$ cat src/rtl/conv_data_dispatch.sv
// conv_data_dispatch
// Buffers a burst of source beats and forwards them to one of four
// destinations on a shared data bus. The destination is chosen by a one-hot
// select that is latched when start is accepted. Beats pass through a small
// internal FIFO, so the source may run ahead of a stalled destination by up to
// FIFO_DEPTH beats. There is no bypass path: a beat accepted in cycle N is
// presented at the earliest in cycle N+1.
//
// Ports
//   system_clk  : clock, rising edge
//   rst_n       : asynchronous active-low reset
//   start       : one-cycle burst request (acted on only in IDLE)
//   select[3:0] : one-hot destination, sampled with start
//   burst_len   : beats in the burst, sampled with start (0 is rejected)
//   in_data     : source beat, FEATURE_WIDTH*8 bits
//   in_valid    : source beat valid
//   in_ready    : beat accepted this cycle when in_valid is also high
//   out_data    : FIFO head, shared by all destinations
//   out_valid   : per-destination valid, only the latched destination's bit
//   out_ready   : per-destination ready; unselected bits are ignored
//   busy        : high in RUN and DONE
//   done        : one-cycle pulse in the DONE state
//   err         : one-cycle pulse the cycle after a rejected start
module conv_data_dispatch #(
  parameter int unsigned FEATURE_WIDTH = 16,
  parameter int unsigned FIFO_DEPTH    = 4
) (
  input  logic                       system_clk,
  input  logic                       rst_n,
  input  logic                       start,
  input  logic [3:0]                 select,
  input  logic [15:0]                burst_len,
  input  logic [FEATURE_WIDTH*8-1:0] in_data,
  input  logic                       in_valid,
  output logic                       in_ready,
  output logic [FEATURE_WIDTH*8-1:0] out_data,
  output logic [3:0]                 out_valid,
  input  logic [3:0]                 out_ready,
  output logic                       busy,
  output logic                       done,
  output logic                       err
);

  localparam int unsigned DW = FEATURE_WIDTH * 8;
  localparam int unsigned AW = (FIFO_DEPTH > 1) ? $clog2(FIFO_DEPTH) : 1;
  localparam int unsigned CW = AW + 1;
  localparam int unsigned LW = 16;

  typedef enum logic [1:0] {
    IDLE = 2'd0,
    RUN  = 2'd1,
    DONE = 2'd2
  } state_t;

  state_t          state;
  state_t          state_nxt;

  logic [3:0]      sel_q;
  logic [LW-1:0]   len_q;
  logic [LW-1:0]   in_cnt;
  logic [LW-1:0]   out_cnt;

  logic [DW-1:0]   mem [FIFO_DEPTH];
  logic [AW-1:0]   wr_ptr;
  logic [AW-1:0]   rd_ptr;
  logic [CW-1:0]   count;

  logic            start_ok_c;
  logic            accept_c;
  logic            fifo_full_c;
  logic            fifo_empty_c;
  logic            push_c;
  logic            pop_c;
  logic            last_pop_c;

  // A start is legal only with exactly one destination and a non-empty burst.
  assign start_ok_c   = (select != 4'd0) &&
                        ((select & (select - 4'd1)) == 4'd0) &&
                        (burst_len != LW'(0));
  assign accept_c     = (state == IDLE) && start && start_ok_c;

  assign fifo_full_c  = (count == CW'(FIFO_DEPTH));
  assign fifo_empty_c = (count == CW'(0));

  // Flow control depends on registered state only, never on out_ready.
  assign in_ready  = (state == RUN) && !fifo_full_c && (in_cnt < len_q);
  assign out_valid = ((state == RUN) && !fifo_empty_c) ? sel_q : 4'b0000;
  assign out_data  = mem[rd_ptr];

  assign push_c     = in_valid && in_ready;
  assign pop_c      = |(out_valid & out_ready);
  // out_cnt < len_q <= 16'hFFFF while popping, so the increment cannot wrap.
  assign last_pop_c = pop_c && ((out_cnt + LW'(1)) == len_q);

  assign busy = (state != IDLE);
  assign done = (state == DONE);

  // State register.
  always_ff @(posedge system_clk or negedge rst_n) begin
    if (!rst_n) begin
      state <= IDLE;
    end else begin
      state <= state_nxt;
    end
  end

  // Next-state logic.
  always_comb begin
    state_nxt = state;
    case (state)
      IDLE:    if (accept_c)   state_nxt = RUN;
      RUN:     if (last_pop_c) state_nxt = DONE;
      DONE:    state_nxt = IDLE;
      default: state_nxt = IDLE;
    endcase
  end

  // Burst parameters, beat counters and the rejected-start pulse.
  always_ff @(posedge system_clk or negedge rst_n) begin
    if (!rst_n) begin
      sel_q   <= 4'b0000;
      len_q   <= LW'(0);
      in_cnt  <= LW'(0);
      out_cnt <= LW'(0);
      err     <= 1'b0;
    end else begin
      err <= (state == IDLE) && start && !start_ok_c;
      if (accept_c) begin
        sel_q   <= select;
        len_q   <= burst_len;
        in_cnt  <= LW'(0);
        out_cnt <= LW'(0);
      end else begin
        if (push_c) in_cnt  <= in_cnt + LW'(1);
        if (pop_c)  out_cnt <= out_cnt + LW'(1);
      end
    end
  end

  // Beat FIFO; storage is cleared on reset so out_data reads zero afterwards.
  always_ff @(posedge system_clk or negedge rst_n) begin
    if (!rst_n) begin
      wr_ptr <= AW'(0);
      rd_ptr <= AW'(0);
      count  <= CW'(0);
      for (int i = 0; i < int'(FIFO_DEPTH); i++) begin
        mem[i] <= DW'(0);
      end
    end else if (accept_c) begin
      wr_ptr <= AW'(0);
      rd_ptr <= AW'(0);
      count  <= CW'(0);
    end else begin
      if (push_c) begin
        mem[wr_ptr] <= in_data;
        wr_ptr      <= wr_ptr + AW'(1);
      end
      if (pop_c) begin
        rd_ptr <= rd_ptr + AW'(1);
      end
      case ({push_c, pop_c})
        2'b10:   count <= count + CW'(1);
        2'b01:   count <= count - CW'(1);
        default: count <= count;
      endcase
    end
  end

endmodule
$ cat config.mk
export PLATFORM = sky130hd
export DESIGN_NAME = conv_data_dispatch
export DESIGN_NICKNAME = d
export VERILOG_FILES = /design/src/rtl/conv_data_dispatch.sv
export SDC_FILE = /design/constraint.sdc
export NUM_CORES = 1
export LEC_CHECK = 0
export ABC_AREA = 0
export BUFFER_PORTS_ARGS = -buffer_cell sky130_fd_sc_hd__buf_2
export CORE_UTILIZATION = 37
export CTS_CLUSTER_DIAMETER = 200
export DETAILED_ROUTE_END_ITERATION = 10
export GPL_TIMING_DRIVEN = 1
export SLEW_MARGIN = 20
export SYNTH_ARGS = -nofsm -noshare
export SYNTH_HDL_FRONTEND = slang
export SYNTH_SLANG_ARGS = --single-unit
$ cat constraint.sdc
create_clock -name system_clk -period 7.5 [get_ports system_clk]
set_clock_uncertainty 0.1 [all_clocks]
set_input_delay 0.75 -clock system_clk [delete_from_list [all_inputs] [get_ports system_clk]]
set_output_delay 0.75 -clock system_clk [all_outputs]
set_load 0.05 [all_outputs]
Word-level counts from Yosys, hierarchy flattened
Index checks and enable logic that the tools add are counted.
{"block": "word_totals", "regBits": 574, "input_bits": 156, "out_inout_bits": 136, "elab_cells": 83}
{"block": "op_classes", "add_sub_neg": 7, "magnitude_cmp": 4, "n_eq_ne": 8, "n_mux": 20, "bitwise_logic": 5, "n_reduce_logical": 26}
{"operator": "$bwmux W512", "n": 1}
{"operator": "$mux W128", "n": 3}
{"operator": "$bmux W128 S2", "n": 1}
{"operator": "$demux W128 S2", "n": 1}
{"operator": "$mux W16", "n": 4}
{"operator": "$add A16 B1 Y16 const B", "n": 2}
{"operator": "$eq A16 B16 Y1", "n": 1}
{"operator": "$lt A16 B16 Y1", "n": 1}
{"operator": "$reduce_bool A16 Y1", "n": 1}
{"operator": "$mux W2", "n": 6}
{"operator": "$logic_and A1 B1 Y1", "n": 11}
{"operator": "$and A4 B4 Y4", "n": 2}
{"operator": "$ge A3 B3 Y1 const B", "n": 2}
{"operator": "$not A2 Y3", "n": 2}
{"operator": "$pmux W3 S2", "n": 1}
{"operator": "$reduce_bool A2 Y1", "n": 3}
{"operator": "$add A2 B1 Y2 const B", "n": 2}
{"operator": "$eq A2 B1 Y1 const B", "n": 2}
{"operator": "$eq A2 B2 Y1 const B", "n": 2}
{"operator": "$logic_not A4 Y1", "n": 1}
{"operator": "$mux W4", "n": 1}
{"operator": "$ne A2 B2 Y1 const B", "n": 2}
{"operator": "$pmux W2 S2", "n": 1}
{"operator": "$reduce_and A2 Y1", "n": 2}
{"operator": "13 further kinds", "n": 15}

Depth between registers and ports, before layout
{"block": "depth", "word_depth": 9, "mapped_depth": 13, "depth_no_buf": 11}

Least setup slack after synthesis
OpenSTA, ideal clock, no wires.
{"block": "synth_path", "path_type": "input -> register", "startpoint": "input out_ready[0]", "endpoint": "register count[2]", "setup_ns": 0.079, "arrival_time_ns": 2.900, "t_required_ns": 7.321, "slack_ns": 4.421, "cell_stages": 9, "path_buffers": 2, "cell_sequence": "a22o_1 -> o211ai_1 -> clkbuf_1 -> clkbuf_1 -> nor2_1 -> fa_1 -> and2_1 -> mux2i_1 -> mux2i_1"}
{"block": "synth_via", "elab_chain_cells": 5, "word_cells_on_any_way": 7, "classes_between": "eq/ne: 2; mux: 2; bitwise: 1; reduce/logical: 2"}
{"item": "start, declared", "line": "38", "rtl": "input logic [3:0] out_ready,"}
{"item": "$and A4 B4 Y4 *", "line": "91", "rtl": "assign pop_c = |(out_valid & out_ready);"}
{"item": "$reduce_or A4 Y1 *", "line": "91"}
{"item": "$eq A2 B1 Y1 or $eq A2 B2 Y1 (tied branches)", "line": "161", "rtl": "case ({push_c, pop_c})"}
{"item": "$pmux W3 S2", "line": "161"}
{"item": "$mux W3", "line": "149", "rtl": "end else if (accept_c) begin"}
{"item": "end signal, assigned", "line": "162", "rtl": "2'b10: count <= count + CW'(1);"}
{"item": "end signal, assigned", "line": "163", "rtl": "2'b01: count <= count - CW'(1);"}
{"item": "end signal, assigned", "line": "164", "rtl": "default: count <= count;"}
{"item": "end, declared", "line": "66", "rtl": "logic [CW-1:0] count;"}
Every way passes the cells marked *; elsewhere a longest branch is shown, timed or not.
A chain may end at the register's enable or synchronous reset.

Worst setup path in the final report
{"block": "layout_path", "startpoint": "register rd_ptr[0]", "endpoint": "output out_data[58]"}
{"block": "layout_via", "elab_chain_cells": 4}
{"item": "start, declared", "line": "65", "rtl": "logic [AW-1:0] rd_ptr;"}
{"item": "start signal, assigned", "line": "159", "rtl": "rd_ptr <= rd_ptr + AW'(1);"}
{"item": "$not A2 Y3 (implied by the code)", "line": "88", "rtl": "assign out_data = mem[rd_ptr];"}
{"item": "$bmux W128 S2", "line": "88"}
{"item": "$mux W128 (implied by the code) (2 in series)", "line": "88"}
{"item": "end, declared", "line": "36", "rtl": "output logic [FEATURE_WIDTH*8-1:0] out_data,"}
Every way passes these cells. The select of a mux whose other input is x is not followed.

==> run metrics <==
mux cell area share after synthesis=36.9%; CP Depth=3; die span in x=about 280 um; Leak=15.7 nW; die footprint=77,900 um^2; adder-cell area share of the yosys netlist=0.995%; max frequency=roughly 250 MHz; synthesized area per cell=roughly 17 um^2; outcome=finished, final reports clean; via count=15,345; Synth Instances=between 1,500 and 2,000; Worst R2R End=mem[139]; Setup violations, final=0; clk buf depth=3; Arr. time, crit path=roughly 3200 ps; layout cell share with drive strength beyond 1=53.2%; global-route usage over all layers=16.4%; Crit path max-delay family=flip-flops; iteration count of the initial detailed-routing pass=6; half-perimeter wire length after placement=38.2 mm; wire per inst=20.9 um; post-route ant nets=0; Fin. Hold Viols=0; main combinational cell family by area after synthesis=multiplexers; Seq cells post-synth=around 570; Die Ht=279 um; final max-slew violation count=0; global route overflow=0; clock share of power=22.5%; xor and xnor area share after synthesis=0.740%; drc violations=0; Sequential Power Share=36.8%; Comb pwr share=around 40%; Pint=between 9 and 10 mW; Post-Synthesis Cell Area=around 28,000 um^2; CP max stage delay=1040 ps; Seq/Total Area, Yosys=50.5%; postcts setup bufs=0; cell taking the most area after synthesis=dfrtp_1; post-route cell area=roughly 32,000 um^2; minimum clock period=4080 ps; number of global-route vias before repair=approximately 17,000; Worst Setup End Kind=primary output; TritonCTS clock tree=done; H-tree Lvls=3; Layout area overhead=13.8%; RSZ-0062 raised after global routing=false; fin nets=2,132; Max Fanout on Critical Path=87; 1st-iter DRT viols=808; Synth top area share=about half; Max VDD drop=0.247 mV; clock sink count=between 500 and 600; CTS Buf Count=68; largest net degree at the start of global routing=184; FFs w/ async S/R, synth=100%; slew margin rel.=32.0%; power per cell area=451 nW/um^2; Port Buffers=291; Net Sw Frac=33.5%; synth warn=0; I/O pin count=between 200 and 300; most frequent cells in the layout=dfrtp_1 (572), mux2_4 (480), buf_2 (290), mux4_2 (128), clkbuf_16 (69); hold_buf cts=0; Core Area=75,900 um^2; Syn Nets=between 1,500 and 2,000; simple-gate share of the synthesized area=3.48%; P_sw=4.89 mW; R2R depth=8; r2r setup slk=3620 ps; wire length after detailed routing=63.4 mm; worst endpoint required time=6650 ps; initial antenna violation count=10; Startpoint Class=register; Synth Flop Type=dfrtp_1; compound-gate portion of the synthesized area=roughly 2.5%; Hold Crit Class=in -> async; clk slew on worst S/H paths=60 ps; Vias/cell=5.05; Post-Layout Cell Count=3,038; dpl cells=2,913; root buffer cell=clkbuf_16; cts repair resizes=0; Finished Core Util=42.6%; Tcrit/Tclk final=54.4%; Crit-path slowest cell=dfrtp_4; Clock Latency Late Sink=590 ps; initial core utilization=37.4%; Placement Cell Area=30,100 um^2; commonest non-fill, non-tap cell in the layout=dfrtp_1; top cells by area, synth=dfrtp_1 (51%), mux2_4 (25%), mux4_2 (10%); GPL Wtd Cong=0.791; kind of critical path=reg -> out; WP buf/inv=2; number of synthesized flops with an enable pin=0; number of distinct library cells after synthesis=56; slew at the pin closest to its max-slew limit=1020 ps; first-pass GRT wire length=just over 100 mm; post-route setup TNS=0 ps; reg2reg start=in_cnt[13]; row count=around 100; MaxCap Viol Count=0; crit path cell chain=buf_12, mux4_2, buf_2
power by group through the flow:
stage	combinational [mW]	clock (mW)	sequential, mW
2_1_floorplan	5.28	0	5.10
3_3_place_gp	5.89	0	5.28
3_5_place_dp	5.99	0	5.38
4_1_cts	6.01	3.39	5.37
5_1_grt	6.26	3.51	5.55
6_report	5.94	3.29	5.37
kinds of logic after synthesis:
group,Yosys count
mux,645
buf+inv,136
compound gates,114
simple gates,174
xor+xnor,24
flops,574
fa+ha+maj,22
state kept, by name (all words and copies together) (netlist names):
signal,flops
state,2
mem,512
count,3
in_cnt,16
out_cnt,16
sel_q,4
rd_ptr,2
len_q,16
err,1
wr_ptr,2
metal layers:
layer / global-route usage, % / up-vias / part of all wire [%]
met5: 0 / - / 0.15
met4: 4.87 / 16 / 2.2
met3: 3.53 / 101 / 5.1
met2: 25.8 / 349 / 47
met1: 22.8 / 8085 / 45
li1: - / 6794 / -
cell usage after synthesis (18+ instances only):
cell type  instances
mux2_2            32
mux4_2           128
ha_1              21
o21ai_0           50
clkbuf_1          24
mux2_4           480
buf_1             21
nor2_1            18
dfrtp_1          574
nand2_1           61
buf_12            45
inv_1             25
a21oi_1           19
how the worst max path moves through the flow:
stage            startpoint            to  slack [ps]
2_1_floorplan  out_ready[0]      count[2]        4420
3_3_place_gp      len_q[15]      mem[465]        3670
3_5_place_dp      len_q[13]      mem[144]        3660
4_1_cts           rd_ptr[0]  out_data[17]        3180
5_1_grt           rd_ptr[0]  out_data[17]        3100
6_report          rd_ptr[0]  out_data[58]        3420
cell type report:
| class | instances | area [um^2] |
|---|---|---|
| Sequential cell | 574 | 14400 |
| Clock buffer | 99 | 1990 |
| Timing Repair Buffer | 306 | 1690 |
| Tap cell | 1030 | 1290 |
| Antenna cell | 3 | 7.51 |
| Fill cell | 6775 | 43600 |
| Multi-Input combinational cell | 979 | 12700 |
| Inverter | 25 | 93.8 |
| Clock inverter | 22 | 234 |
stage by stage:
| stage | total power [mW] | setup slack, ps | hold WS [ps] |
|---|---|---|---|
| floorplan | 10.4 | 4420 | 351 |
| global placement | 11.2 | 3670 | 382 |
| detailed placement | 11.4 | 3660 | 387 |
| CTS | 14.8 | 3180 | 155 |
| global route | 15.3 | 3100 | 201 |
| finish | 14.6 | 3420 | 152 |
No activity file was read; power rests on OpenSTA's default activity.
